[config.mk]
export PLATFORM = sky130hd
export DESIGN_NAME = hmac_request_arbiter
export DESIGN_NICKNAME = d
export VERILOG_FILES = /design/src/rtl/hmac_request_arbiter.sv
export SDC_FILE = /design/constraint.sdc
export NUM_CORES = 1
export LEC_CHECK = 0
export ABC_AREA = 1
export BUFFER_PORTS_ARGS = -buffer_cell sky130_fd_sc_hd__buf_4
export CAP_MARGIN = 20
export CORE_AREA = 2 2 441 443
export CTS_BUF_LIST = sky130_fd_sc_hd__clkbuf_4
export DETAILED_ROUTE_END_ITERATION = 6
export DIE_AREA = 0 0 443 445
export SYNTH_ARGS = -nofsm -noshare
export SYNTH_HDL_FRONTEND = slang
export SYNTH_SLANG_ARGS = --single-unit
[constraint.sdc]
create_clock -name clk -period 3.7 [get_ports clk]
set_input_delay 0.185 -clock clk [delete_from_list [all_inputs] [get_ports clk]]
set_output_delay 0.185 -clock clk [all_outputs]
set_load 0.02 [all_outputs]
[src/rtl/hmac_request_arbiter.sv]
// rtl/hmac_request_arbiter.sv - shares one hmac_controller between a PUF enroller and NUM_REQ MAC requesters
// Optional feature: define HMAC_ARB_RR_EN for round-robin MAC arbitration (default: fixed priority, lowest index wins).
module hmac_request_arbiter #(
  parameter int NUM_REQ = 2
) (
  input  logic                   clk,
  input  logic                   reset_n,
  input  logic                   puf_req,
  input  logic [NUM_REQ-1:0]     mac_req,
  input  logic [32*NUM_REQ-1:0]  req_msg_word,
  input  logic [NUM_REQ-1:0]     req_msg_valid,
  input  logic [NUM_REQ-1:0]     req_msg_last,
  output logic [NUM_REQ-1:0]     req_msg_ready,
  output logic [NUM_REQ-1:0]     grant,
  output logic [NUM_REQ-1:0]     mac_done,
  output logic                   puf_done,
  output logic [511:0]           tag,
  output logic                   key_valid,
  output logic                   proto_err,
  output logic                   ctl_start_puf,
  output logic                   ctl_start_hmac,
  output logic [31:0]            ctl_msg_word,
  output logic                   ctl_msg_valid,
  output logic                   ctl_msg_last,
  input  logic                   ctl_msg_ready,
  input  logic                   ctl_done,
  input  logic [511:0]           ctl_hmac_out
);

  // Two index bits cover the legal 1..4 requesters.
  localparam int IDX_W = 2;

  typedef enum logic [2:0] {
    S_IDLE,
    S_PUF_START,
    S_PUF_WAIT,
    S_MAC_START,
    S_MAC_STREAM,
    S_MAC_WAIT,
    S_RELEASE
  } state_e;

  state_e             state_q, state_d;
  logic [IDX_W-1:0]   owner_q, owner_d;
  logic [511:0]       tag_q, tag_d;
  logic               key_valid_q, key_valid_d;
  logic               puf_done_q, puf_done_d;
  logic               proto_err_q, proto_err_d;

  logic [NUM_REQ-1:0] owner_oh;
  logic [31:0]        own_word;
  logic               own_valid;
  logic               own_last;
  logic               in_stream;
  logic               owns_grant;
  logic [IDX_W-1:0]   win_idx;
  logic [IDX_W-1:0]   low_idx;

`ifdef HMAC_ARB_RR_EN
  logic [IDX_W-1:0]   rr_ptr_q, rr_ptr_d;
  logic [IDX_W-1:0]   high_idx;
  logic               high_found;
`endif

  // Decode the registered owner index into a one-hot vector.
  always_comb begin
    owner_oh = '0;
    for (int i = 0; i < NUM_REQ; i++) begin
      if (owner_q == IDX_W'(i)) owner_oh[i] = 1'b1;
    end
  end

  // Select the owner's stream; non-owners are never looked at.
  always_comb begin
    own_word  = '0;
    own_valid = 1'b0;
    own_last  = 1'b0;
    for (int i = 0; i < NUM_REQ; i++) begin
      if (owner_oh[i]) begin
        own_word  = req_msg_word[32*i +: 32];
        own_valid = req_msg_valid[i];
        own_last  = req_msg_last[i];
      end
    end
  end

  // Lowest-index requester; the fixed-priority winner and the round-robin wrap fallback.
  always_comb begin
    low_idx = '0;
    for (int i = NUM_REQ - 1; i >= 0; i--) begin
      if (mac_req[i]) low_idx = IDX_W'(i);
    end
  end

`ifdef HMAC_ARB_RR_EN
  // First requester at or above the pointer; if none, wrap to the lowest one.
  always_comb begin
    high_idx   = '0;
    high_found = 1'b0;
    for (int i = NUM_REQ - 1; i >= 0; i--) begin
      if (mac_req[i] && (IDX_W'(i) >= rr_ptr_q)) begin
        high_idx   = IDX_W'(i);
        high_found = 1'b1;
      end
    end
    win_idx = high_found ? high_idx : low_idx;
  end
`else
  assign win_idx = low_idx;
`endif

  // Next-state logic; control outputs are decoded from state below so nothing here reaches them combinationally.
  always_comb begin
    state_d     = state_q;
    owner_d     = owner_q;
    tag_d       = tag_q;
    key_valid_d = key_valid_q;
    puf_done_d  = 1'b0;
    proto_err_d = proto_err_q;
`ifdef HMAC_ARB_RR_EN
    rr_ptr_d    = rr_ptr_q;
`endif
    case (state_q)
      S_IDLE: begin
        if (puf_req) begin
          state_d = S_PUF_START;
        end else if (key_valid_q && (|mac_req)) begin
          state_d = S_MAC_START;
          owner_d = win_idx;
        end
      end
      S_PUF_START: state_d = S_PUF_WAIT;
      S_PUF_WAIT: begin
        if (ctl_done) begin
          key_valid_d = 1'b1;
          puf_done_d  = 1'b1;
          state_d     = S_IDLE;
        end
      end
      S_MAC_START: state_d = S_MAC_STREAM;
      S_MAC_STREAM: begin
        if (own_valid && ctl_msg_ready && own_last) state_d = S_MAC_WAIT;
      end
      S_MAC_WAIT: begin
        if (ctl_done) begin
          tag_d   = ctl_hmac_out;
          state_d = S_RELEASE;
        end
      end
      S_RELEASE: begin
`ifdef HMAC_ARB_RR_EN
        if (owner_q == IDX_W'(NUM_REQ - 1)) rr_ptr_d = '0;
        else                                 rr_ptr_d = owner_q + IDX_W'(1);
`endif
        state_d = S_IDLE;
      end
      default: state_d = S_IDLE;
    endcase
    // A completion the controller should not be producing right now.
    if (ctl_done && (state_q != S_PUF_WAIT) && (state_q != S_MAC_WAIT)) proto_err_d = 1'b1;
  end

  // State and status registers.
  always_ff @(posedge clk or negedge reset_n) begin
    if (!reset_n) begin
      state_q     <= S_IDLE;
      owner_q     <= '0;
      tag_q       <= '0;
      key_valid_q <= 1'b0;
      puf_done_q  <= 1'b0;
      proto_err_q <= 1'b0;
    end else begin
      state_q     <= state_d;
      owner_q     <= owner_d;
      tag_q       <= tag_d;
      key_valid_q <= key_valid_d;
      puf_done_q  <= puf_done_d;
      proto_err_q <= proto_err_d;
    end
  end

`ifdef HMAC_ARB_RR_EN
  // Round-robin pointer; moves only when a MAC transaction is released.
  always_ff @(posedge clk or negedge reset_n) begin
    if (!reset_n) rr_ptr_q <= '0;
    else          rr_ptr_q <= rr_ptr_d;
  end
`endif

  assign in_stream  = (state_q == S_MAC_STREAM);
  assign owns_grant = (state_q == S_MAC_START) || (state_q == S_MAC_STREAM) ||
                      (state_q == S_MAC_WAIT)  || (state_q == S_RELEASE);

  assign grant          = owns_grant ? owner_oh : '0;
  assign mac_done       = (state_q == S_RELEASE) ? owner_oh : '0;
  assign ctl_start_puf  = (state_q == S_PUF_START);
  assign ctl_start_hmac = (state_q == S_MAC_START);
  assign puf_done       = puf_done_q;
  assign key_valid      = key_valid_q;
  assign proto_err      = proto_err_q;
  assign tag            = tag_q;

  assign ctl_msg_word   = in_stream ? own_word : 32'h0;
  assign ctl_msg_valid  = in_stream && own_valid;
  assign ctl_msg_last   = in_stream && own_last;
  assign req_msg_ready  = (in_stream && ctl_msg_ready) ? owner_oh : '0;

endmodule

==> key figures, run 1 <==
Synthesis
  • Synth async-reset ratio: 1.00
  • Yosys warning total: 0
  • Syn Inst Count: 2,389
  • Synth area leader: dfrtp_1
  • Syn Area/Cell: 8.72 um^2
  • Synth area leaders: dfrtp_1 (62%), nand2_1 (20%), o21ai_0 (12%), clkbuf_1 (2.1%), buf_2 (1.2%)
  • Post-Syn Nets: 2,976
  • Post-synth top area share: 0.623
  • Register area share after synthesis: 0.623
  • Unique cell type count in the Yosys netlist: 20
  • EDFF count, synth: 0
  • Post-synthesis instance area: 20,800 um^2
  • Main flop type after synthesis: dfrtp_1
  • #FFs+latches synth: 519

Floorplanning
  • Initial Util: 0.109
  • Die Y: 445 um
  • Row cnt: 161
  • Die W: 443 um
  • I/O pin count: 1,144

Placed design
  • Pre-CTS WS: 0.723 ns
  • Area post-placement: 32,400 um^2
  • Dpl hpwl: 109 mm
  • Number of buffers inserted by port buffering: 1,143
  • RD Place Congestion: 1.03

CTS
  • H-tree depth: 4
  • # resized after CTS: 1
  • Post-CTS Hold Buffers: 1,242
  • Post-CTS setup buffers: 0
  • CTS buffer count: 160
  • Root buffer cell: clkbuf_4
  • Clock Sink Count: 519
  • Max Root-Sink Buffers: 3

Status
  • Run status: aborted with a tool error
  • Error msg: [ERROR RSZ-0060] Max buffer count reached.
  • Last stage: clock tree synthesis
[through the flow]
stage	instances	util	hold slack (ns)
3_5_place_dp	5920	0.169	0.308
3_3_place_gp	5920	0.169	0.296
2_1_floorplan	2389	-	-0.111
[Yosys cell counts, types with 2 or more instances]
cell type / n
buf_2: 51
dfrtp_1: 519
nand2_1: 1103
inv_1: 7
clkbuf_1: 119
buf_1: 3
nor3_1: 3
inv_2: 2
nor2_1: 11
o21ai_0: 516
nand4_1: 2
nand3_1: 5
a21oi_1: 35
buf_4: 7
[logic make-up after synthesis]
logic type             share of synthesized area
buffers and inverters                     0.0386
AND/OR/NAND/NOR                            0.205
AO/OA/AOI/OAI                              0.133
flip-flops                                 0.623
==> run 2: changes to the inputs <==
--- a/config.mk
+++ b/config.mk
@@ -8,10 +8,10 @@
 export ABC_AREA = 1
 export BUFFER_PORTS_ARGS = -buffer_cell sky130_fd_sc_hd__buf_4
 export CAP_MARGIN = 20
-export CORE_AREA = 2 2 441 443
-export CTS_BUF_LIST = sky130_fd_sc_hd__clkbuf_4
+export CORE_AREA = 2 2 440 442
 export DETAILED_ROUTE_END_ITERATION = 6
-export DIE_AREA = 0 0 443 445
+export DIE_AREA = 0 0 442 444
+export PLACE_DENSITY_LB_ADDON = 0.15
 export SYNTH_ARGS = -nofsm -noshare
 export SYNTH_HDL_FRONTEND = slang
 export SYNTH_SLANG_ARGS = --single-unit
==> key figures, run 2 <==
STA
  • Worst-case clock skew: 0.0242 ns
  • Final period utilization: 0.785
  • Setup violators final: 0
  • Total negative slack: 0 ns
  • Final count of hold timing violations: 0
  • Max Slew Vio Count: 55
  • Unrepaired setup endpoints after global routing: no
  • Slew HR: -0.0377
  • Fin crit period: 2.90 ns
  • Max Fclk: 0.344 GHz
  • Worst-Margin Slew: 1.56 ns

Global route
  • Initial antenna violation count: 18
  • Largest net degree at the start of global routing: 182
  • First-pass GRT wire length: 184 mm
  • Vias in the first global route: 24,100
  • Total GRT Usage: 0.129
  • Grt total ovfl: 0

Synthesis
  • Unique cell type count in the Yosys netlist: 20 (unchanged)
  • Post-synth top cells: nand2_1 (1,103), dfrtp_1 (519), o21ai_0 (516)
  • Synth async-reset ratio: 1.00 (unchanged)
  • Synth area leaders: dfrtp_1 (62%), nand2_1 (20%), o21ai_0 (12%), clkbuf_1 (2.1%), buf_2 (1.2%)
  • Synth area leader: dfrtp_1
  • Post-Syn Nets: 2,976 (unchanged)
  • Post-synthesis instance area: 20,800 um^2 (unchanged)
  • Most common cell in the netlist: nand2_1
  • Syn Area/Cell: 8.72 um^2 (unchanged)
  • Main flop type after synthesis: dfrtp_1
  • Register area share after synthesis: 0.623 (unchanged)
  • Post-synth top area share: 0.623 (unchanged)
  • #FFs+latches synth: 519 (unchanged)
  • EDFF count, synth: 0 (unchanged)
  • Syn Inst Count: 2,389 (unchanged)
  • Yosys warning total: 0 (unchanged)

Detailed routing
  • Via count of the routed design: 23,100
  • Number of vias per cell: 3.50
  • Initial DRT Pass Iterations: 4
  • Routed WL per cell: 19.9 um
  • DRT iter0 DRCs: 1,215
  • DRC: 0
  • Detail Route Antenna Nets: 0
  • Detailed Route WL: 131 mm

Critical path
  • Arrival @ worst endpoint: 2.72 ns
  • Critical path startpoint category: register
  • Flop2flop setup slack: 1.09 ns
  • Worst Path Required: 3.51 ns
  • Crit. End Element: output port
  • Crit Reg-Reg Endpoint: tag[274]$_DFFE_PN0P_
  • R2r worst-path depth: 5
  • CP Max Fanout: 36
  • R2r startpoint: state_q[1]$_DFFE_PN0P_
  • Crit path kind: reg2out

Pwr
  • Pwr Density: 795 nW/um^2
  • Int Pwr: 18.5 mW
  • Leakage power: 19.6 nW
  • Clock power frac: 0.233
  • Sequential Power Share: 0.316
  • Comb power frac: 0.450
  • Net load switching power: 13.5 mW
  • Switching Fraction: 0.422
  • Worst IR Drop VDD: 0.000312 V

Placed design
  • Dpl hpwl: 95.9 mm (-12%)
  • RD Place Congestion: 0.882 (-15%)
  • Area post-placement: 32,400 um^2 (+0.15%)
  • Number of buffers inserted by port buffering: 1,143 (unchanged)

Floorplanning
  • Row cnt: 161 (unchanged)
  • I/O pin count: 1,144 (unchanged)
  • Die W: 442 um (-0.23%)
  • Die area: 196,000 um^2
  • Initial Util: 0.109 (+0.000228)
  • Die Y: 444 um (-0.22%)
  • Core area: 192,000 um^2

Job
  • Max-cap viol count: 0

CTS
  • Clock Sink Count: 519 (unchanged)
  • Worst-Skew Late Latency: 0.68 ns
  • Root buffer cell: clkbuf_16
  • H-tree depth: 3 (-1)
  • Clk slew on worst S/H paths: 0.06 ns
  • CTS buffer count: 74 (-54%)
  • CTS tree: built
  • Max Root-Sink Buffers: 3 (unchanged)
  • Post-CTS setup buffers: 0 (unchanged)

Status
  • Run status: finished, violations left
  • Violations in the final reports: max-slew violations

Layout
  • Area Growth Syn to Fin: 92.5%
  • Post-route cell area: 40,100 um^2
  • Commonest non-fill, non-tap cell in the layout: buf_4
  • Commonest cells after routing, fill and taps aside: buf_4 (1,175), nand2_1 (1,103), dlygate4sd3_1 (520)
  • Ratio of cells with drive above 1 in the final layout: 0.324
  • # nets final: 4,585
  • Number of flip-flops in the largest register: 512

Worst hold path
  • Min-Delay Path Class: in2async
-- run 2: cell counts after synthesis --
Identical to the previous run, type by type.
-- run 2: worst max path at each step --
stage                      startpoint  slack, ns  cells past startpoint                   end
6_report       state_q[1]$_DFFE_PN0P_       0.80                      7      ctl_msg_word[22]
5_1_grt        state_q[1]$_DFFE_PN0P_       0.64                      7      ctl_msg_word[20]
4_1_cts        owner_q[0]$_DFFE_PN0P_       0.77                      5      ctl_msg_word[30]
3_5_place_dp   state_q[1]$_DFFE_PN0P_       1.37                      7  tag[274]$_DFFE_PN0P_
3_3_place_gp   state_q[1]$_DFFE_PN0P_       1.43                      7  tag[274]$_DFFE_PN0P_
2_1_floorplan  state_q[1]$_DFFE_PN0P_       2.01                      6      ctl_msg_word[10]
-- run 2: cell type report --
class	instances	area, um^2
fill	21500	151000
timing repair buffer	1713	14400
sequential	519	13000
multi-input combinational	1680	7040
tap	2526	3160
clock buffer	111	2200
clock inverter	21	275
inverter	10	45.0
antenna	8	20.0
-- run 2: critical path, stage by stage, from the launching register on --
cell and delay [ns]:
dfrtp_1 0.45, inv_2 0.14, nand2_1 0.10, nor2_1 0.15
clkinv_1 0.08, buf_4 0.27, a21oi_1 0.57, buf_4 0.26
-- run 2: kinds of logic after synthesis --
logic type,share of synthesized area
AND/OR/NAND/NOR,0.205
buffers and inverters,0.0386
AO/OA/AOI/OAI,0.133
flip-flops,0.623
-- run 2: per-layer routing --
layer / share of wire / global-route usage
met1: 0.43 / 0.161
met2: 0.48 / 0.213
met3: 0.065 / 0.0396
met4: 0.026 / 0.0375
met5: 0.000099 / 0
-- run 2: what timing repair did --
item                      4_1_cts  5_1_grt
hold endpoints to repair      571        0
resized for setup               0        0
hold buffers                  520        0
-- run 2: metrics by stage --
step | util | std cells | setup WS, ns | hold WS (ns) | total power [mW]
finish | 0.209 | 6588 | 0.796 | 0.0826 | 31.9
global route | 0.209 | 6586 | 0.641 | 0.0809 | 34.0
CTS | 0.209 | 6580 | 0.770 | 0.0438 | 32.6
detailed placement | 0.169 | 5928 | 1.37 | 0.265 | 24.3
global placement | 0.169 | 5928 | 1.43 | 0.261 | 24.3
floorplan | - | 2389 | 2.01 | -0.111 | 16.2
-- run 2: power groups by stage --
stage          logic, mW  registers [mW]  clock network [mW]
6_report            14.4            10.1                7.44
3_3_place_gp        14.2            10.1                   0
4_1_cts             14.7            10.1                7.80
3_5_place_dp        14.1            10.1                   0
2_1_floorplan       2.92            13.3                   0
5_1_grt             15.5            10.5                8.00
No activity file was read; power rests on OpenSTA's default activity.
==> run 3: changes to the inputs <==
--- a/config.mk
+++ b/config.mk
@@ -5,12 +5,12 @@
 export SDC_FILE = /design/constraint.sdc
 export NUM_CORES = 1
 export LEC_CHECK = 0
-export ABC_AREA = 1
+export ABC_AREA = 0
 export BUFFER_PORTS_ARGS = -buffer_cell sky130_fd_sc_hd__buf_4
 export CAP_MARGIN = 20
-export CORE_AREA = 2 2 440 442
+export CORE_AREA = 2 2 446 448
 export DETAILED_ROUTE_END_ITERATION = 6
-export DIE_AREA = 0 0 442 444
+export DIE_AREA = 0 0 448 450
 export PLACE_DENSITY_LB_ADDON = 0.15
 export SYNTH_ARGS = -nofsm -noshare
 export SYNTH_HDL_FRONTEND = slang
==> constraint.sdc (replaced) <==
create_clock -name clk -period 2.74 [get_ports clk]
set_input_delay 0.137 -clock clk [delete_from_list [all_inputs] [get_ports clk]]
set_output_delay 0.137 -clock clk [all_outputs]
set_load 0.02 [all_outputs]
==> key figures, run 3 <==
Synthesis
  • Synth area leader: dfrtp_1
  • Syn Inst Count: 1,205 (-50%)
  • EDFF count, synth: 0 (unchanged)
  • Post-Syn Nets: 1,792 (-40%)
  • Main flop type after synthesis: dfrtp_1
  • Yosys warning total: 0 (unchanged)
  • Syn Area/Cell: 16.7 um^2 (+92%)
  • Post-synth top cells: dfrtp_1 (519), mux2_2 (461), buf_6 (53)
  • Unique cell type count in the Yosys netlist: 30 (+50%)
  • Synth area leaders: dfrtp_1 (65%), mux2_2 (26%), buf_6 (3.0%), mux2_1 (2.9%), mux2i_1 (1.7%)
  • Post-synthesis instance area: 20,100 um^2 (-3.4%)
  • Most common cell in the netlist: dfrtp_1
  • #FFs+latches synth: 519 (unchanged)
  • Post-synth top area share: 0.645 (+0.0217)
  • Register area share after synthesis: 0.645 (+0.0217)
  • Synth async-reset ratio: 1.00 (unchanged)

Status
  • Run status: completed

CTS
  • Post-CTS setup buffers: 0 (unchanged)
  • CTS tree: built
  • Max Root-Sink Buffers: 3 (unchanged)
  • Clk slew on worst S/H paths: 0.06 ns (about the same)
  • CTS buffer count: 75 (+1.4%)
  • Clock Sink Count: 519 (unchanged)
  • Root buffer cell: clkbuf_16
  • Worst-Skew Late Latency: 0.69 ns (about the same)
  • H-tree depth: 3 (unchanged)

Placed design
  • Dpl hpwl: 89.1 mm (-7.1%)
  • RD Place Congestion: 0.799 (-9.4%)
  • Number of buffers inserted by port buffering: 1,143 (unchanged)
  • Area post-placement: 31,900 um^2 (-1.5%)

STA
  • Worst-case clock skew: 0.0250 ns (+0.000718 ns)
  • Fin crit period: 2.43 ns
  • Max Fclk: 0.412 GHz
  • Unrepaired setup endpoints after global routing: no
  • Total negative slack: 0 ns (unchanged)
  • Hold slack: 0.226 ns (+0.143 ns)
  • Setup violators final: 0 (unchanged)
  • Final count of hold timing violations: 0 (unchanged)
  • Worst-Margin Slew: 0.700 ns (-0.856 ns)
  • Max Slew Vio Count: 0 (-100%)
  • Slew HR: 0.532 (+0.569)
  • Final period utilization: 0.886

Critical path
  • R2r startpoint: owner_q[0]$_DFFE_PN0P_
  • Critical Path Start: state_q[2]$_DFFE_PN0P_
  • CP Max Fanout: 15 (-58%)
  • Arrival @ worst endpoint: 2.29 ns (-0.43 ns)
  • Critical path startpoint category: register
  • Crit path kind: reg2out
  • Worst Path Required: 2.60 ns (-0.91 ns)
  • Crit. End Element: output port

Layout
  • Post-route cell area: 39,600 um^2 (-1.3%)
  • Ratio of cells with drive above 1 in the final layout: 0.593 (+0.269)
  • Area Growth Syn to Fin: 96.7%
  • Commonest cells after routing, fill and taps aside: buf_4 (1,174), dlygate4sd3_1 (523), dfrtp_1 (518)
  • # nets final: 3,516 (-23%)
  • Post-layout util: 0.201 (-0.00800)
  • Commonest non-fill, non-tap cell in the layout: buf_4
  • Number of flip-flops in the largest register: 512 (unchanged)

Pwr
  • Worst IR Drop VDD: 0.000451 V (+44%)
  • Leakage power: 18.7 nW (-4.2%)
  • Pwr Density: 1020 nW/um^2 (+28%)
  • Tot Pwr: 40.3 mW (+26%)

Worst hold path
  • Hold Path Origin: ctl_hmac_out[465]
  • Min-Delay Path Class: in2reg

Detailed routing
  • Via count of the routed design: 16,900 (-27%)
  • Routed WL per cell: 19.7 um (-0.59%)
  • Detail Route Antenna Nets: 0 (unchanged)
  • DRC: 0 (unchanged)
  • Number of vias per cell: 3.00 (-14%)
  • DRT iter0 DRCs: 464 (-62%)
  • Initial DRT Pass Iterations: 4 (unchanged)
  • Detailed Route WL: 111 mm (-15%)

Global route
  • First-pass GRT wire length: 151 mm (-18%)
  • Largest net degree at the start of global routing: 81 (-55%)
  • Vias in the first global route: 19,000 (-21%)
  • Initial antenna violation count: 18 (unchanged)
  • Total GRT Usage: 0.107 (-0.0221)
  • Grt total ovfl: 0 (unchanged)

Floorplanning
  • I/O pin count: 1,144 (unchanged)
  • Initial Util: 0.102 (-0.00635)
  • Core area: 197,000 um^2 (+2.6%)
  • Row cnt: 163 (+1.2%)
  • Die area: 202,000 um^2 (+2.7%)
  • Die W: 448 um (+1.4%)
  • Die Y: 450 um (+1.4%)

Job
  • Max-cap viol count: 0 (unchanged)
[run 3: cells by family after synthesis]
logic type	share of synthesized area
AND/OR/NAND/NOR	0.0145
multiplexers	0.303
XOR/XNOR	0.000435
buffers and inverters	0.0332
flip-flops	0.645
AO/OA/AOI/OAI	0.00348
[run 3: what timing repair did]
| action | in CTS | in global routing |
|---|---|---|
| endpoints found under the hold margin | 794 | 0 |
| endpoints found under the setup margin | 24 | 0 |
| hold buffers | 523 | 0 |
| gates resized for setup | 1 | 0 |
[run 3: path summary, 6_finish.rpt]
path	end	slack, ns	depth (start not counted)
setup / recovery	ctl_msg_word[3]	0.31	5
hold / removal	tag[465]$_DFFE_PN0P_	0.23	3
setup reg to reg	state_q[0]$_DFFE_PN0P_	0.47	4
hold reg to reg	proto_err$_DFFE_PN0P_	0.48	1
max in group asynchronous	tag[459]$_DFFE_PN0P_	0.72	4
min in group asynchronous	tag[414]$_DFFE_PN0P_	0.56	3
[run 3: area by class of cell]
cell class	count	area (um^2)
diodes	5	12.5
flip-flops and latches	519	13000
multi-input cells	617	6480
fillers	21600	157000
clock buffers	111	2180
repair buffers	1715	14400
well taps	2640	3300
clock inverters	18	221
inverters	1	3.75
[run 3: power by group]
| part | switching, mW | internal [mW] |
|---|---|---|
| clock network | 4.10 | 5.65 |
| registers | 2.02 | 11.0 |
| logic | 9.32 | 8.19 |
[run 3: per-stage QoR]
step	worst slack [ns]	std cells
final	0.311	5626
after global routing	0.0744	5624
after CTS	0.197	5621
after detailed placement	0.686	4969
after global placement	0.724	4969
after floorplan	1.16	1205
[run 3: routing by layer]
metal,up-vias,track usage,part of all wire
met5,-,0,0.00014
met4,2,0.0415,0.036
met3,163,0.0369,0.079
met2,604,0.194,0.53
met1,8415,0.112,0.36
li1,7708,-,-
[run 3: worst max-delay path: stages, from the launching register on]
cell and delay (ns):
dfrtp_1 0.50, nor2b_4 0.27, nand2b_2 0.27, buf_4 0.30
nor2_1 0.13, buf_4 0.15
==> run 4: changes to the inputs <==
--- a/config.mk
+++ b/config.mk
@@ -9,6 +9,7 @@
 export BUFFER_PORTS_ARGS = -buffer_cell sky130_fd_sc_hd__buf_4
 export CAP_MARGIN = 20
 export CORE_AREA = 2 2 446 448
+export CTS_BUF_LIST = sky130_fd_sc_hd__clkbuf_4 sky130_fd_sc_hd__clkbuf_8
 export DETAILED_ROUTE_END_ITERATION = 6
 export DIE_AREA = 0 0 448 450
 export PLACE_DENSITY_LB_ADDON = 0.15
==> key figures, run 4 (synthesis results as in run 3) <==
STA
  • Max Slew Vio Count: 0 (unchanged)
  • Final period utilization: 0.904 (+0.0173)
  • Worst-Margin Slew: 0.635 ns (-0.0651 ns)
  • Total negative slack: 0 ns (unchanged)
  • Worst-case clock skew: 0.0634 ns (+0.0384 ns)
  • Unrepaired setup endpoints after global routing: no
  • Final count of hold timing violations: 0 (unchanged)
  • Max Fclk: 0.404 GHz (-1.9%)
  • Setup WS post-layout: 0.264 ns (-0.0474 ns)
  • Fin crit period: 2.48 ns (+0.0474 ns)
  • Slew HR: 0.577 (+0.0449)
  • Setup violators final: 0 (unchanged)

Layout
  • # nets final: 3,942 (+12%)
  • Area Growth Syn to Fin: 117%
  • Commonest non-fill, non-tap cell in the layout: buf_4
  • Number of flip-flops in the largest register: 512 (unchanged)
  • Commonest cells after routing, fill and taps aside: buf_4 (1,174), dlygate4sd3_1 (912), dfrtp_1 (518)
  • Ratio of cells with drive above 1 in the final layout: 0.540 (-0.0532)

Pwr
  • Int Pwr: 25.3 mW (+1.8%)
  • Worst IR Drop VDD: 0.000411 V (-8.8%)
  • Leakage power: 20.5 nW (+9.6%)
  • Sequential Power Share: 0.321 (-0.003)
  • Switching Fraction: 0.379 (-0.00367)
  • Pwr Density: 935 nW/um^2 (-8.2%)
  • Comb power frac: 0.444 (+0.010)
  • Net load switching power: 15.5 mW (+0.18%)
  • Clock power frac: 0.235 (-0.007)

Critical path
  • Flop2flop setup slack: 0.51 ns (+0.04 ns)
  • Largest delay contributor family on the critical path: flip-flops
  • CP Max Fanout: 21 (+6)
  • Worst path bufs/invs: 2 (unchanged)
  • Critical Path Start: owner_q[0]$_DFFE_PN0P_
  • Arrival @ worst endpoint: 2.34 ns (+0.05 ns)
  • Critical path startpoint category: register
  • Cell Chain, Critical Path: buf_4 -> mux2i_1 -> nor2_1 -> buf_4
  • R2r worst-path depth: 4 (unchanged)
  • Crit path kind: reg2out
  • Worst path slowest cell: dfrtp_2
  • Worst Path Required: 2.60 ns (about the same)
  • Crit. End Element: output port
  • Most used cell along the critical path: buf_4
  • R2r startpoint: owner_q[0]$_DFFE_PN0P_
  • Crit Reg-Reg Endpoint: state_q[0]$_DFFE_PN0P_
  • CP max stage delay: 0.70 ns (+0.20 ns)

Global route
  • Grt total ovfl: 0 (unchanged)
  • Total GRT Usage: 0.109 (+0.00203)
  • Initial antenna violation count: 21 (+3)
  • Met2 global-route usage: 0.197 (+0.00340)
  • GRT Max-Usage Layer: met2
  • Largest net degree at the start of global routing: 81 (unchanged)
  • Vias in the first global route: 20,700 (+9.1%)
  • Grt met1 use: 0.112 (-0.000426)
  • M3 GR Usage: 0.0392 (+0.00238)
  • First-pass GRT wire length: 156 mm (+3.1%)

CTS
  • Clock Sink Count: 519 (unchanged)
  • H-tree depth: 3 (unchanged)
  • Root buffer cell: clkbuf_8
  • Clk slew on worst S/H paths: 0.06 ns (about the same)
  • CTS buffer count: 111 (+48%)
  • Worst-Skew Late Latency: 0.84 ns (+0.15 ns)
  • CTS tree: built
  • Max Root-Sink Buffers: 3 (unchanged)

Floorplanning
  • Die area: 202,000 um^2 (unchanged)
  • I/O pin count: 1,144 (unchanged)
  • Die W: 448 um (unchanged)
  • Initial Util: 0.102 (unchanged)
  • Core area: 197,000 um^2 (unchanged)
  • Die Y: 450 um (unchanged)
  • Row cnt: 163 (unchanged)

Placed design
  • RD Place Congestion: 0.799 (unchanged)
  • Number of buffers inserted by port buffering: 1,143 (unchanged)
  • Pre-CTS WS: 0.686 ns (unchanged)
  • Dpl hpwl: 89.1 mm (unchanged)

Detailed routing
  • DRT iter0 DRCs: 559 (+20%)
  • Detailed Route WL: 114 mm (+2.3%)
  • Via count of the routed design: 18,700 (+10%)
  • Routed WL per cell: 18.6 um (-5.5%)
  • Detail Route Antenna Nets: 0 (unchanged)
  • DRC: 0 (unchanged)
  • Number of vias per cell: 3.07 (+2.1%)
  • Initial DRT Pass Iterations: 6 (+2)

Worst hold path
  • Hold depth: 3 (unchanged)
  • Hold EP: tag[8]$_DFFE_PN0P_
  • Hold Path Origin: ctl_hmac_out[8]
  • Min-Delay Path Class: in2reg

Status
  • Run status: completed

Job
  • Max-cap viol count: 0 (unchanged)
run 4: cell types whose count changed in the layout (fill, tap and decap cells not counted), moves of 3 or more:
| cell | delta |
|---|---|
| clkbuf_4 | +38 |
| clkbuf_8 | +123 |
| clkbuf_1 | -20 |
| diode_2 | +5 |
| inv_6 | -3 |
| bufinv_16 | +5 |
| dlygate4sd3_1 | +389 |
| clkbuf_16 | -76 |
run 4: layout make-up:
class | instances | area, um^2
repair buffers | 2105 | 18300
multi-input cells | 617 | 6480
clock inverters | 20 | 297
clock buffers | 176 | 2180
inverters | 1 | 3.75
flip-flops and latches | 519 | 13000
fillers | 21400 | 153000
diodes | 10 | 25.0
well taps | 2640 | 3300
run 4: metrics by stage:
step / total power, mW / hold WS, ns / instance area, um^2 / cells / util
6_report: 40.8 / 0.149 / 43600 / 6088 / 0.222
5_1_grt: 43.2 / 0.0247 / 43600 / 6086 / 0.222
4_1_cts: 41.9 / 0.000640 / 43600 / 6078 / 0.222
3_5_place_dp: 30.4 / 0.173 / 31900 / 4969 / 0.162
3_3_place_gp: 30.4 / 0.176 / 31900 / 4969 / 0.162
2_1_floorplan: 20.9 / -0.159 / 20100 / 1205 / -
run 4: power groups by stage:
stage / logic [mW] / clock network [mW] / registers [mW]
4_1_cts: 18.6 / 10.2 / 13.1
3_5_place_dp: 17.2 / 0 / 13.2
6_report: 18.1 / 9.60 / 13.1
3_3_place_gp: 17.2 / 0 / 13.2
5_1_grt: 19.1 / 10.5 / 13.6
2_1_floorplan: 4.11 / 0 / 16.8
run 4: how the worst max path moves through the flow:
stage / to / depth (start not counted)
after floorplan: req_msg_ready[0] / 5
after global placement: ctl_msg_valid / 5
after detailed placement: tag[443]$_DFFE_PN0P_ / 5
after CTS: ctl_msg_word[6] / 4
after global routing: ctl_msg_word[3] / 5
final: ctl_msg_word[6] / 4
run 4: worst min-delay path, delay by kind of cell:
kind,cells,cell delay (ns)
muxes,1,0.13
buffers and inverters,2,0.66
run 4: what timing repair did:
item | CTS | global route
hold buffers | 913 | 0
hold endpoints to repair | 995 | 0
buffers inserted | 0 | 0
resized for setup | 2 | 0
setup endpoints to repair | 36 | 0
run 4: routing by layer:
metal  routed length, um  share of wire
met2               59400           0.52
met4                4700          0.041
met3                9360          0.082
met5                  10       0.000088
met1               40000           0.35
